**src/rtl/event_flash_pkg.sv**
```systemverilog
// -----------------------------------------------------------------------------
// event_flash_pkg
// Shared constants for the HUD event-flash driver:
//   - game-state encodings (ST_*)
//   - 3-bit RGB colour constants (COL_*)
//   - per-channel FSM encoding (ch_state_e)
// Optional build macro used by the design: FLASH_BLINK_EN (blinking flash).
// -----------------------------------------------------------------------------
package event_flash_pkg;

    // Game-state encodings
    localparam logic [2:0] ST_IDLE = 3'b000;
    localparam logic [2:0] ST_MENU = 3'b001;
    localparam logic [2:0] ST_PLAY = 3'b010;
    localparam logic [2:0] ST_OVER = 3'b011;

    // RGB colour constants ({R,G,B})
    localparam logic [2:0] COL_OFF  = 3'b000;
    localparam logic [2:0] COL_RED  = 3'b100;
    localparam logic [2:0] COL_CYAN = 3'b011;

    // Channel FSM encoding
    typedef enum logic {
        CH_IDLE  = 1'b0,
        CH_FLASH = 1'b1
    } ch_state_e;

endpackage

```
**src/rtl/event_flash_ch.sv**
```systemverilog
// -----------------------------------------------------------------------------
// event_flash_ch
// One flash channel: remembers the last seen value, detects a change while in
// PLAY, and holds its colour on the registered output for HOLD_TICKS ticks.
// A new change during a flash restarts the hold window.
// Build option: FLASH_BLINK_EN -> colour toggles on/off on every tick in FLASH.
// Ports:
//   clk      - system clock
//   rst      - synchronous active-high reset
//   play_i   - 1 while the game is in the PLAY state
//   tick_i   - one-cycle prescaler tick
//   val_i    - watched value
//   color_i  - flash colour for this channel
//   rgb_o    - registered RGB drive
//   active_o - registered, 1 while in FLASH
// -----------------------------------------------------------------------------
module event_flash_ch
    import event_flash_pkg::*;
#(
    parameter int VAL_W      = 4,
    parameter int COL_W      = 3,
    parameter int HOLD_TICKS = 4
) (
    input  logic             clk,
    input  logic             rst,
    input  logic             play_i,
    input  logic             tick_i,
    input  logic [VAL_W-1:0] val_i,
    input  logic [COL_W-1:0] color_i,
    output logic [COL_W-1:0] rgb_o,
    output logic             active_o
);

    localparam int HW = $clog2(HOLD_TICKS + 1);
    localparam logic [HW-1:0] HOLD_INIT = HW'(HOLD_TICKS);

    ch_state_e        state_q;
    logic [HW-1:0]    hold_q;
    logic [VAL_W-1:0] last_val_q;
    logic [COL_W-1:0] rgb_q;
    logic             active_q;
    logic             chg_s;
`ifdef FLASH_BLINK_EN
    logic             phase_q;  // 1 = colour currently shown
`endif

    // Change detection runs every clock, not only on ticks.
    assign chg_s = (val_i != last_val_q);

    // Channel FSM with registered colour / active outputs.
    always_ff @(posedge clk) begin
        if (rst) begin
            state_q    <= CH_IDLE;
            hold_q     <= '0;
            last_val_q <= val_i;
            rgb_q      <= '0;
            active_q   <= 1'b0;
`ifdef FLASH_BLINK_EN
            phase_q    <= 1'b1;
`endif
        end else if (!play_i) begin
            // Outside PLAY, keep tracking the value so stale changes never flash.
            state_q    <= CH_IDLE;
            hold_q     <= '0;
            last_val_q <= val_i;
            rgb_q      <= '0;
            active_q   <= 1'b0;
`ifdef FLASH_BLINK_EN
            phase_q    <= 1'b1;
`endif
        end else if (chg_s) begin
            // New event (or retrigger): takes priority over an expiring tick.
            state_q    <= CH_FLASH;
            hold_q     <= HOLD_INIT;
            last_val_q <= val_i;
            rgb_q      <= color_i;
            active_q   <= 1'b1;
`ifdef FLASH_BLINK_EN
            phase_q    <= 1'b1;
`endif
        end else if ((state_q == CH_FLASH) && tick_i) begin
            if (hold_q == HW'(1)) begin
                state_q  <= CH_IDLE;
                hold_q   <= '0;
                rgb_q    <= '0;
                active_q <= 1'b0;
            end else begin
                hold_q   <= hold_q - HW'(1);
`ifdef FLASH_BLINK_EN
                phase_q  <= ~phase_q;
                rgb_q    <= phase_q ? '0 : color_i;
`else
                rgb_q    <= color_i;
`endif
            end
        end else begin
            hold_q <= hold_q;
        end
    end

    assign rgb_o    = rgb_q;
    assign active_o = active_q;

endmodule

```
**src/rtl/event_flash_rgb.sv**
```systemverilog
// -----------------------------------------------------------------------------
// event_flash_rgb
// RGB event-flash driver for the game HUD. Watches NUM_CH counters and
// flashes a per-channel colour for HOLD_TICKS prescaler ticks whenever a
// watched value changes while the game is in PLAY_STATE.
// Build option: FLASH_BLINK_EN -> flash blinks on/off every tick.
// Ports:
//   clk          - system clock (everything runs on it)
//   rst          - synchronous active-high reset
//   state        - current game state
//   val_in       - watched values, channel i at [i*VAL_W +: VAL_W]
//   ch_color     - static flash colour per channel
//   rgb_out      - registered RGB drive per channel
//   flash_active - per channel, 1 while flashing
// -----------------------------------------------------------------------------
module event_flash_rgb
    import event_flash_pkg::*;
#(
    parameter int         NUM_CH     = 2,
    parameter int         VAL_W      = 4,
    parameter int         COL_W      = 3,
    parameter int         TICK_DIV   = 25000000,
    parameter int         HOLD_TICKS = 4,
    parameter logic [2:0] PLAY_STATE = ST_PLAY
) (
    input  logic                    clk,
    input  logic                    rst,
    input  logic [2:0]              state,
    input  logic [NUM_CH*VAL_W-1:0] val_in,
    input  logic [NUM_CH*COL_W-1:0] ch_color,
    output logic [NUM_CH*COL_W-1:0] rgb_out,
    output logic [NUM_CH-1:0]       flash_active
);

    localparam int PS_W = (TICK_DIV > 1) ? $clog2(TICK_DIV) : 1;
    localparam logic [PS_W-1:0] PS_LAST = PS_W'(TICK_DIV - 1);

    logic [PS_W-1:0] count_q;
    logic [PS_W-1:0] count_d;
    logic            tick_s;
    logic            play_s;

    assign tick_s = (count_q == PS_LAST);
    assign play_s = (state == PLAY_STATE);

    // Next prescaler count: wrap after the tick cycle.
    always_comb begin
        count_d = count_q + PS_W'(1);
        if (tick_s) begin
            count_d = '0;
        end else begin
            count_d = count_q + PS_W'(1);
        end
    end

    // Free-running prescaler, shared by all channels and independent of state.
    always_ff @(posedge clk) begin
        if (rst) begin
            count_q <= '0;
        end else begin
            count_q <= count_d;
        end
    end

    for (genvar i = 0; i < NUM_CH; i++) begin : g_ch
        event_flash_ch #(
            .VAL_W      (VAL_W),
            .COL_W      (COL_W),
            .HOLD_TICKS (HOLD_TICKS)
        ) u_ch (
            .clk      (clk),
            .rst      (rst),
            .play_i   (play_s),
            .tick_i   (tick_s),
            .val_i    (val_in[i*VAL_W +: VAL_W]),
            .color_i  (ch_color[i*COL_W +: COL_W]),
            .rgb_o    (rgb_out[i*COL_W +: COL_W]),
            .active_o (flash_active[i])
        );
    end

endmodule

```
**config.mk**
```make
export PLATFORM = sky130hd
export DESIGN_NAME = event_flash_rgb
export DESIGN_NICKNAME = d
export VERILOG_FILES = /design/src/rtl/event_flash_pkg.sv /design/src/rtl/event_flash_ch.sv /design/src/rtl/event_flash_rgb.sv
export SDC_FILE = /design/constraint.sdc
export NUM_CORES = 1
export LEC_CHECK = 0
export ABC_CLOCK_PERIOD_IN_PS = 2400
export CAP_MARGIN = 40
export CORE_ASPECT_RATIO = 0.75
export CORE_MARGIN = 8
export CORE_UTILIZATION = 40
export DETAILED_ROUTE_END_ITERATION = 7
export PLACE_DENSITY = 0.68
export REMOVE_ABC_BUFFERS = 1
export SLEW_MARGIN = 25
export SYNTH_ARGS = -nofsm -noshare
export SYNTH_HDL_FRONTEND = slang
export SYNTH_HIERARCHICAL = 1
export SYNTH_SLANG_ARGS = --single-unit
```
**constraint.sdc**
```tcl
create_clock -name clk -period 2.4 [get_ports clk]
set_clock_uncertainty 0.05 [all_clocks]
set_input_delay 0.48 -clock clk [delete_from_list [all_inputs] [get_ports clk]]
set_output_delay 0.48 -clock clk [all_outputs]
set_load 0.1 [all_outputs]
```
==> results by group <==
Global route
  – Overflow left after global routing: 0
  – First-pass GRT wire length: 7.48 mm
  – GR Util All Layers: 0.114
  – Initial antenna violation count: 0
  – GRT met2 Usage: 0.154
  – Grt peak-use layer: met1
  – Grt met3 use: 0.0354
  – Largest net degree at the start of global routing: 26
  – Vias in the first global route: 1618
  – Met1 usage: 0.158

Setup path
  – Worst path required time: 2.57 ns
  – Crit path launch type: flip-flop
  – Worst path top cell family by delay: simple AND/OR/NAND/NOR gates
  – Setup crit end kind: flip-flop
  – CP max FO: 10
  – CP max-delay cell: or4_1
  – Crit-path cells: or4_1 -> nor4_1 -> buf_4 -> nand2_1 -> o21a_1 -> o22ai_1
  – CP max stage delay: 0.60 ns
  – Worst path buffer plus inverter count: 1
  – Worst EP arrival: 2.20 ns
  – Setup slack, reg-to-reg: 0.37 ns
  – Kind of critical path: reg2reg

CTS
  – CTS buffer count: 5
  – Sink Count: 47
  – Root Driver: clkbuf_8
  – CTS tree: done
  – Clock latency on the worst-skew pair: 0.30 ns
  – Longest Clk Path Bufs: 2
  – Cts repair resizes: 0
  – CTS Hold Bufs: 0
  – CTS clock-pin slew for the worst setup and hold paths: 0.08 ns
  – Htree depth: 2
  – Postcts setup bufs: 0

Routing
  – First DRT Iteration DRCs: 75
  – Drt pass-1 iters: 4
  – DRC viols: 0
  – Vias: 1720
  – Final ANT Viol Nets: 0
  – Drt wl/cell: 12.6 um
  – DR vias/cell: 4.97
  – Final wirelength: 4.38 mm

Yosys
  – Cell taking the most area after synthesis: dfxtp_1
  – Seq/Total Area, Yosys: 0.463
  – Gate Count Post-Synth: 237
  – Syn. warnings: 6
  – Async S/R FF share, synth: 0
  – Synth Cell Area: 2210 sq um
  – Synth area leaders: dfxtp_1, edfxtp_1, nand2_1
  – Cell variety after synth: 41
  – Syn Area/Cell: 9.31 sq um
  – Post-synth EDFFs: 8
  – Synth Flop Type: dfxtp_1
  – Yosys top cell area share: 0.354
  – FF+latch count, synth: 47

Power
  – Power density over cell area: 531 nW/um^2
  – VDD IR max: 0.372 mV
  – LEAKAGE: 0.000899 uW

Place
  – Port buffer count: 26
  – Dpl cells: 338
  – GPL Wtd Cong: 0.808
  – DP HPWL: 3.20 mm
  – Pre-CTS WS: 0.292 ns

STA
  – Min Tclk post-route: 2.03 ns
  – Final Setup Violations: 0
  – RSZ-0062 raised after global routing: no
  – Worst slew margin: 0.740
  – Worst Slack Setup Final: 0.368 ns
  – Final Cycle Share: 0.847
  – Peak Freq: 492 MHz
  – Hold Violations, Final: 0
  – Slew Viols, Final: 0
  – Hold_ws: 0.420 ns
  – Worst Max-Slew Pin Slew: 0.389 ns

Floorplan
  – Core Footprint: 5320 sq um
  – DIE WIDTH: 102 um
  – Die Y: 80.3 um
  – Initial Util: 0.414
  – Io pins: 27
  – Row count: 23
  – Die ar.: 8170 sq um

Finish
  – Area delta synth->final: 19.5%
  – Antenna cells: 0
  – Nets: 294
  – Share of layout cells above drive strength 1: 0.111
  – Non-Filler Instances: 346

Worst hold path
  – Hold Path Class: reg2reg

Outcome
  – Status: completed

Flow run
  – Max_cap viols: 0
[final cells by class]
type / count / area (sq um)
Clock inverter: 1 / 5.00
Inverter: 8 / 30.0
Multi-Input combinational cell: 178 / 1140
Tap cell: 75 / 93.8
Sequential cell: 47 / 1020
Fill cell: 517 / 2690
Timing Repair Buffer: 30 / 270
Clock buffer: 7 / 76.3
[stage by stage]
stage / utilization / setup TNS [ns] / area (sq um) / total power, uW
final: 0.495 / 0 / 2640 / 1400
after detailed placement: 0.480 / 0 / 2550 / 961
after floorplan: - / -0.723 / 2180 / 908
after CTS: 0.495 / 0 / 2640 / 1420
after global routing: 0.495 / 0 / 2640 / 1460
after global placement: 0.480 / 0 / 2550 / 959
[worst register-to-register path: cells and delay by family, from the launching register on]
kind	cells	cell delay [ns]
AOI/OAI and AO/OA	2	0.37
buffers and inverters	1	0.23
DFF	1	0.34
and+or+nand+nor	3	0.97
[cell usage after synthesis, types with 2 or more instances]
cell      number
o22ai_1        6
nand2b_1       2
or4_4          2
o31ai_1        3
and2_1         3
nor2b_1        2
nand2_2        2
buf_2          3
xnor2_1        7
a21oi_1       20
nor3_1         5
mux2i_1        2
and3_1         2
or3_1          8
ha_1           5
and2b_1        2
edfxtp_1       8
xor2_1        12
nand3_1        9
inv_1          8
o21a_1         2
and4_1         2
or4_1          4
o21ai_0        8
nand2_1       31
a311oi_2       2
dfxtp_1       39
nor2_1        20
nand4_1        5
nor4_4         2
[power breakdown]
| part | total, uW | switching (uW) | internal [uW] |
|---|---|---|---|
| logic | 115 | 63.7 | 51.5 |
| registers | 827 | 11.1 | 815 |
| clock network | 459 | 254 | 205 |
[logic make-up (layout without fill, tap and decap cells)]
kind of cell	count (synthesis)	in the layout	share of synthesized area
flops	47	47	0.463
compound gates	43	43	0.123
mux	2	2	0.00908
xor+xnor	19	19	0.0754
buf+inv	12	46	0.0255
simple gates	109	109	0.276
fa+ha+maj	5	5	0.0284
[final timing paths]
kind | cells past startpoint | endpoint | start
min reg2reg | 2 | g_ch[0].u_ch/rgb_o[1]$_SDFFE_PP0P_ | g_ch[0].u_ch/rgb_o[1]$_SDFFE_PP0P_
min | 2 | g_ch[0].u_ch/rgb_o[1]$_SDFFE_PP0P_ | g_ch[0].u_ch/rgb_o[1]$_SDFFE_PP0P_
max reg2reg | 6 | g_ch[0].u_ch/rgb_o[2]$_SDFFE_PP0P_ | count_q[10]$_SDFF_PP0_
max | 6 | g_ch[0].u_ch/rgb_o[2]$_SDFFE_PP0P_ | count_q[10]$_SDFF_PP0_
[layout by cell type, fill, tap and decap left out, drive strengths merged, types with 5 or more instances in the layout]
cell type / synthesis / routed
nand2: 33 / 33
xnor2: 7 / 7
clkdlybuf4s50: 0 / 18
or3: 8 / 8
xor2: 12 / 12
buf: 4 / 12
nand3: 10 / 10
clkbuf: 0 / 7
o22ai: 6 / 6
nor2: 20 / 20
nor3: 5 / 5
or4: 6 / 6
a21oi: 20 / 20
ha: 5 / 5
inv: 8 / 8
o21ai: 8 / 8
edfxtp: 8 / 8
dfxtp: 39 / 39
nand4: 6 / 6
[metal layers]
metal	vias up	part of all wire
met2	23	0.40
met5	-	0
li1	918	-
met4	0	0.018
met1	773	0.54
met3	6	0.036
[registers in the layout, summed over array words and instances (netlist names)]
name                  cells
count_q                  25
g_ch.u_ch/active_o        2
g_ch.u_ch/hold_q          6
g_ch.u_ch/rgb_o           6
g_ch.u_ch/last_val_q      8
Note: power is estimated with default switching activity, not from simulation.
